$ cat src/rtl/wb_bus_splitter_reg.sv
// Registered Wishbone B4 classic 1-to-N splitter with an IDLE/ACTIVE/RESP FSM.
// Optional slave-silence timeout is compiled in when WB_SPLIT_TIMEOUT_EN is defined.
module wb_bus_splitter_reg #(
    parameter int NUM_PERIPHERALS  = 4,
    parameter int ADDR_WIDTH       = 32,
    parameter int DATA_WIDTH       = 32,
    parameter int SEL_WIDTH        = 4,
    parameter int ADDR_SEL_LOW_BIT = 16,
    parameter int IDX_W            = 4,
    parameter int TIMEOUT_CYCLES   = 255
) (
    input  logic                                  clk,
    input  logic                                  rst_n,
    input  logic [ADDR_WIDTH-1:0]                 m_wb_adr_i,
    input  logic [DATA_WIDTH-1:0]                 m_wb_dat_i,
    input  logic [SEL_WIDTH-1:0]                  m_wb_sel_i,
    input  logic                                  m_wb_we_i,
    input  logic                                  m_wb_cyc_i,
    input  logic                                  m_wb_stb_i,
    output logic [DATA_WIDTH-1:0]                 m_wb_dat_o,
    output logic                                  m_wb_ack_o,
    output logic                                  m_wb_err_o,
    output logic [NUM_PERIPHERALS-1:0]            s_wb_cyc_o,
    output logic [NUM_PERIPHERALS-1:0]            s_wb_stb_o,
    output logic [NUM_PERIPHERALS-1:0]            s_wb_we_o,
    output logic [NUM_PERIPHERALS*SEL_WIDTH-1:0]  s_wb_sel_o,
    output logic [NUM_PERIPHERALS*ADDR_WIDTH-1:0] s_wb_adr_o,
    output logic [NUM_PERIPHERALS*DATA_WIDTH-1:0] s_wb_dat_o,
    input  logic [NUM_PERIPHERALS*DATA_WIDTH-1:0] s_wb_dat_i,
    input  logic [NUM_PERIPHERALS-1:0]            s_wb_ack_i,
    input  logic [NUM_PERIPHERALS-1:0]            s_wb_err_i
);

    typedef enum logic [1:0] {
        IDLE   = 2'd0,
        ACTIVE = 2'd1,
        RESP   = 2'd2
    } state_t;

    localparam logic [IDX_W:0] NUM_P = (IDX_W+1)'(NUM_PERIPHERALS);

    state_t                 state_q, state_d;
    logic [IDX_W-1:0]       slaveIdx_q, slaveIdx_d;
    logic [ADDR_WIDTH-1:0]  adr_q, adr_d;
    logic [DATA_WIDTH-1:0]  wrDat_q, wrDat_d;
    logic [SEL_WIDTH-1:0]   sel_q, sel_d;
    logic                   we_q, we_d;
    logic                   rspAck_q, rspAck_d;
    logic                   rspErr_q, rspErr_d;
    logic [DATA_WIDTH-1:0]  rdBuf_q, rdBuf_d;
    logic [DATA_WIDTH-1:0]  mDat_q, mDat_d;
    logic                   mAck_q, mAck_d;
    logic                   mErr_q, mErr_d;

    logic [IDX_W-1:0]            reqIdx;
    logic                        reqMapped;
    logic                        reqValid;
    logic                        pulseBusy;
    logic [NUM_PERIPHERALS-1:0]  slaveSel;
    logic                        selAck;
    logic                        selErr;
    logic [DATA_WIDTH-1:0]       selDat;
    logic                        timeoutHit;

    assign reqIdx    = m_wb_adr_i[ADDR_SEL_LOW_BIT +: IDX_W];
    assign reqMapped = ({1'b0, reqIdx} < NUM_P);
    assign reqValid  = m_wb_cyc_i & m_wb_stb_i;
    // A classic master still holds stb while our ack/err pulse is visible; that cycle must not start a new transfer.
    assign pulseBusy = mAck_q | mErr_q;

    always_comb begin
        slaveSel = '0;
        for (int k = 0; k < NUM_PERIPHERALS; k++) begin
            slaveSel[k] = (slaveIdx_q == IDX_W'(k));
        end
    end

    assign selAck = |(s_wb_ack_i & slaveSel);
    assign selErr = |(s_wb_err_i & slaveSel);

    always_comb begin
        selDat = '0;
        for (int k = 0; k < NUM_PERIPHERALS; k++) begin
            if (slaveSel[k]) begin
                selDat = selDat | s_wb_dat_i[k*DATA_WIDTH +: DATA_WIDTH];
            end
        end
    end

`ifdef WB_SPLIT_TIMEOUT_EN
    localparam logic [15:0] TO_LAST = 16'(TIMEOUT_CYCLES - 1);

    logic [15:0] toCnt_q, toCnt_d;

    // Counter holds (ACTIVE cycle number - 1), so it hits TO_LAST during ACTIVE cycle TIMEOUT_CYCLES.
    always_comb begin
        toCnt_d = '0;
        if (state_q == ACTIVE) begin
            toCnt_d = toCnt_q + 16'd1;
        end
    end

    always_ff @(posedge clk or negedge rst_n) begin
        if (!rst_n) begin
            toCnt_q <= '0;
        end else begin
            toCnt_q <= toCnt_d;
        end
    end

    assign timeoutHit = (toCnt_q == TO_LAST);
`else
    assign timeoutHit = 1'b0;
`endif

    always_comb begin
        state_d    = state_q;
        slaveIdx_d = slaveIdx_q;
        adr_d      = adr_q;
        wrDat_d    = wrDat_q;
        sel_d      = sel_q;
        we_d       = we_q;
        rspAck_d   = rspAck_q;
        rspErr_d   = rspErr_q;
        rdBuf_d    = rdBuf_q;
        mDat_d     = mDat_q;
        mAck_d     = 1'b0;
        mErr_d     = 1'b0;

        case (state_q)
            IDLE: begin
                if (reqValid && !pulseBusy) begin
                    rspAck_d = 1'b0;
                    rspErr_d = 1'b0;
                    if (reqMapped) begin
                        slaveIdx_d = reqIdx;
                        adr_d      = m_wb_adr_i;
                        wrDat_d    = m_wb_dat_i;
                        sel_d      = m_wb_sel_i;
                        we_d       = m_wb_we_i;
                        state_d    = ACTIVE;
                    end else begin
                        rspErr_d = 1'b1;
                        state_d  = RESP;
                    end
                end
            end

            ACTIVE: begin
                if (!m_wb_cyc_i) begin
                    state_d = IDLE;
                end else if (selErr) begin
                    rspErr_d = 1'b1;
                    state_d  = RESP;
                end else if (selAck) begin
                    rspAck_d = 1'b1;
                    if (!we_q) begin
                        rdBuf_d = selDat;
                    end
                    state_d = RESP;
                end else if (timeoutHit) begin
                    rspErr_d = 1'b1;
                    state_d  = RESP;
                end
            end

            RESP: begin
                mErr_d = rspErr_q;
                mAck_d = rspAck_q & ~rspErr_q;
                if (rspAck_q && !rspErr_q && !we_q) begin
                    mDat_d = rdBuf_q;
                end
                state_d = IDLE;
            end

            default: begin
                state_d = IDLE;
            end
        endcase
    end

    always_ff @(posedge clk or negedge rst_n) begin
        if (!rst_n) begin
            state_q    <= IDLE;
            slaveIdx_q <= '0;
            adr_q      <= '0;
            wrDat_q    <= '0;
            sel_q      <= '0;
            we_q       <= 1'b0;
            rspAck_q   <= 1'b0;
            rspErr_q   <= 1'b0;
            rdBuf_q    <= '0;
            mDat_q     <= '0;
            mAck_q     <= 1'b0;
            mErr_q     <= 1'b0;
        end else begin
            state_q    <= state_d;
            slaveIdx_q <= slaveIdx_d;
            adr_q      <= adr_d;
            wrDat_q    <= wrDat_d;
            sel_q      <= sel_d;
            we_q       <= we_d;
            rspAck_q   <= rspAck_d;
            rspErr_q   <= rspErr_d;
            rdBuf_q    <= rdBuf_d;
            mDat_q     <= mDat_d;
            mAck_q     <= mAck_d;
            mErr_q     <= mErr_d;
        end
    end

    // Non-selected slaves see the same latched adr/dat/sel; only cyc/stb/we are steered.
    assign s_wb_cyc_o = (state_q == ACTIVE) ? slaveSel : '0;
    assign s_wb_stb_o = (state_q == ACTIVE) ? slaveSel : '0;
    assign s_wb_we_o  = ((state_q == ACTIVE) && we_q) ? slaveSel : '0;
    assign s_wb_adr_o = {NUM_PERIPHERALS{adr_q}};
    assign s_wb_dat_o = {NUM_PERIPHERALS{wrDat_q}};
    assign s_wb_sel_o = {NUM_PERIPHERALS{sel_q}};

    assign m_wb_dat_o = mDat_q;
    assign m_wb_ack_o = mAck_q;
    assign m_wb_err_o = mErr_q;

endmodule
$ cat config.mk
export PLATFORM = sky130hd
export DESIGN_NAME = wb_bus_splitter_reg
export DESIGN_NICKNAME = d
export VERILOG_FILES = /design/src/rtl/wb_bus_splitter_reg.sv
export SDC_FILE = /design/constraint.sdc
export NUM_CORES = 1
export LEC_CHECK = 0
export ABC_AREA = 1
export BUFFER_PORTS_ARGS = -buffer_cell sky130_fd_sc_hd__buf_2
export CAP_MARGIN = 20
export CORE_AREA = 5 5 203 205
export CTS_BUF_LIST = sky130_fd_sc_hd__clkbuf_4 sky130_fd_sc_hd__clkbuf_8
export DETAILED_ROUTE_END_ITERATION = 10
export DIE_AREA = 0 0 208 210
export HOLD_SLACK_MARGIN = 0.06
export SYNTH_ARGS = -nofsm -noshare
export SYNTH_HDL_FRONTEND = slang
export SYNTH_SLANG_ARGS = --single-unit
$ cat constraint.sdc
create_clock -name clk -period 3.4 [get_ports clk]
set_input_delay 0.34 -clock clk [delete_from_list [all_inputs] [get_ports clk]]
set_output_delay 0.34 -clock clk [all_outputs]
set_load 0.01 [all_outputs]
==> impl_metrics.env <==
export IMPL_hold_viol=0
export IMPL_setup_viol=0
export IMPL_fillers=4301
export IMPL_whs_ps=119.9
export IMPL_yosys_mux_area_fraction_pct=0
export IMPL_post_cts_setup_buffers=0
export IMPL_clock_tree_buffer_depth=2
export IMPL_rsz0062_at_grt="no"
export IMPL_finalClockSkew_ps=13.61
export IMPL_crit_type="flip-flop to output pin"
export IMPL_synth_area_top_cells="dfrtp_1, nand2_1, buf_4"
export IMPL_regToRegSetupSlack_ps=970
export IMPL_worstSetupEndpointType="output pin"
export IMPL_die_area_sq_um=43680
export IMPL_yosysTopAreaCell="dfrtp_1"
export IMPL_ys_types=22
export IMPL_max_freq_ghz=0.3982
export IMPL_grt_pass1_vias=8420
export IMPL_avgRoutedWirePerCell_um=16.16
export IMPL_fin_crit_ps=2511
export IMPL_vdd_drop_max_uv=376.5
export IMPL_path_max_fanout=132
export IMPL_synth_compound_area_share_pct=0.3473
export IMPL_worst_pin_slew_ps=808.9
export IMPL_r2r_end="rdBuf_q[29]"
export IMPL_ant_nets=0
export IMPL_p_per_area_nw_per_um2=808.9
export IMPL_drt_wl_total_um=33310
export IMPL_cts_tree="yes"
export IMPL_ios=527
export IMPL_grt_ovfl_total=0
export IMPL_areaGrowthSynthToFinish_pct=29.13
export IMPL_holdCritPathClass="input port to flip-flop"
export IMPL_drt_first_iter_violations=583
export IMPL_fin_crit_sh_pct=73.86
export IMPL_cap_violations=0
export IMPL_worstReg2RegStart="slaveIdx_q[0]"
export IMPL_crit_start="adr_q[19]"
export IMPL_vias=8461
export IMPL_cts_buffers=17
export IMPL_slew_viol_final=0
export IMPL_synth_top_area_share_pct=40.23
export IMPL_synth_top_family_by_area="simple AND/OR/NAND/NOR gates"
export IMPL_place_gp_congestion=0.9582
export IMPL_synthAdderAreaFrac_pct=0
export IMPL_worstSetupEndpoint="s_wb_we_o[0]"
export IMPL_final_area_sq_um=11160
export IMPL_synth_xor_area_share_pct=0
export IMPL_layout_drive_gt1_share_pct=39.69
export IMPL_grt_usage_pct=14.70
export IMPL_grt_max_degree=133
export IMPL_hpwl_um=25950
export IMPL_port_buffer_count=526
export IMPL_syn_area_per_cell_sq_um=7.383
export IMPL_initial_core_util_pct=22.01
export IMPL_crit_arrival_ps=2170
export IMPL_yosysWarnings=0
export IMPL_cts_root_buf="clkbuf_8"
export IMPL_clk_latency_ps=460
export IMPL_fp_row_count=73
export IMPL_antenna_cells=0
export IMPL_clk_pin_slew_worst_paths_ps=90
export IMPL_worstSetupStartpointType="flip-flop"
export IMPL_chipHeight_um=210
export IMPL_required_ps=3060
export IMPL_yosysSeqAreaShare_pct=40.23
export IMPL_ys_seq_elements=139
export IMPL_drc_errors=0
export IMPL_synthCells=1171
export IMPL_htree_levels=4
export IMPL_nets=1733
export IMPL_grt_pass1_wl_um=50460
export IMPL_placed_area_sq_um=10150
export IMPL_relSlewSlack_pct=45.95
export IMPL_core_area_sq_um=39280
export IMPL_r2r_cells=10
export IMPL_via_per_inst=4.103
export IMPL_leakagePower_uw=0.006796
export IMPL_fin_setup_tns_ps=0
export IMPL_status="finished, final reports clean"
export IMPL_die_w_um=208
export IMPL_antenna_found_initial=5
export IMPL_syn_num_nets=1380
export IMPL_netlist_area_sq_um=8646
export IMPL_drt_first_pass_iters=5
export IMPL_cts_sinks=139
export IMPL_synthSimpleGateAreaFrac_pct=33.42
## how the worst min path moves through the flow
| stage | to | cells past startpoint | startpoint | slack (ps) |
|---|---|---|---|---|
| finish | slaveIdx_q[1] | 3 | m_wb_adr_i[17] | 120 |
| detailed placement | adr_q[27] | 1 | rst_n | 160 |
| global route | we_q | 3 | m_wb_we_i | 70 |
| floorplan | adr_q[0] | 0 | rst_n | 40 |
| global placement | adr_q[27] | 1 | rst_n | 170 |
| CTS | adr_q[15] | 3 | m_wb_adr_i[15] | 60 |
## logic make-up after synthesis
kind of cell           Yosys count
and+or+nand+nor                672
buffers and inverters          354
DFF                            139
AOI/OAI and AO/OA                6
## final cells by class
class / count / area [sq um] / area share, %
inverters: 83 / 311.5 / 2.791
repair buffers: 605 / 3420 / 30.63
well taps: 525 / 656.9 / 5.884
flip-flops and latches: 139 / 3478 / 31.16
multi-input cells: 678 / 2937 / 26.30
clock buffers: 17 / 234.0 / 2.096
clock inverters: 15 / 127.6 / 1.143
## cells in the final DEF, fill, tap and decap left out
cell type      netlist  layout
nor3_4               1       1
buf_12               0       2
nor2_4               3       6
buf_4              209      12
o21ai_0              2       2
nor3_1               5       5
clkbuf_8             0      17
inv_8                0       1
clkinv_4             0       4
inv_1               54      54
dlygate4sd3_1        0      65
dfrtp_1            139     139
inv_6                0       7
clkinvlp_4           0       2
nor2_1              15      15
nand2_1            438     437
nand4_1             32      32
nand3_1            173     173
buf_2               36     525
buf_6               12       1
inv_2               28      28
a21oi_1              1       1
nand2_4              1       1
clkinv_2             0       1
nand3_4              1       1
clkinv_1             1       1
o21ai_1              3       3
nand2_2              0       1
## per-layer routing
| layer | part of all wire, % | global-route usage (%) | up-vias |
|---|---|---|---|
| met5 | 0.11 | 0 | - |
| met4 | 3.2 | 5.730 | 8 |
| met1 | 40 | 17.14 | 3856 |
| met2 | 49 | 24.96 | 387 |
| met3 | 8.2 | 5.164 | 50 |
| li1 | - | - | 4160 |
## stage by stage
| step | total power, uW | std cells | util, % | worst slack, ps |
|---|---|---|---|---|
| floorplan | 6960 | 1171 | - | 1548 |
| global route | 9755 | 2062 | 28.43 | 621.1 |
| finish | 9031 | 2062 | 28.43 | 888.6 |
| global placement | 7727 | 1965 | 25.85 | 1044 |
| detailed placement | 7771 | 1965 | 25.85 | 935.6 |
| CTS | 9167 | 2062 | 28.43 | 845.3 |
## sequential cells by signal (all words and copies together) (netlist names)
| signal | count |
|---|---|
| sel_q | 4 |
| state_q | 2 |
| m_wb_err_o | 1 |
| m_wb_dat_o | 32 |
| rspAck_q | 1 |
| we_q | 1 |
| m_wb_ack_o | 1 |
| rspErr_q | 1 |
| rdBuf_q | 32 |
| slaveIdx_q | 3 |
| adr_q | 29 |
| wrDat_q | 32 |
## worst max-delay path: stages (launching register included)
cell and delay [ps]:
dfrtp_1 470, nor2_4 280, buf_12 390, nand2_1 140, nor3_1 160, buf_2 170
## synth_stat cells, drive strengths merged
cell      n
nor3      6
clkinv    1
a21oi     1
buf     261
o21ai     5
clkbuf   10
nand4    32
dfrtp   139
nand3   174
nand2   439
inv      82
nor2     21
## timing repair
item                                    CTS  global route
endpoints found under the hold margin   150             0
endpoints found under the setup margin    0             0
resized for setup                         0             0
hold buffers                             65             0
## report_power, final
group / switching [uW] / internal [uW] / total, uW / leakage, uW
Sequential: 698 / 2100 / 2790 / 0.00184
Combinational: 3180 / 1780 / 4960 / 0.00478
Clock: 748 / 527 / 1280 / 0.000181
Power figures use the tool's default switching activity.
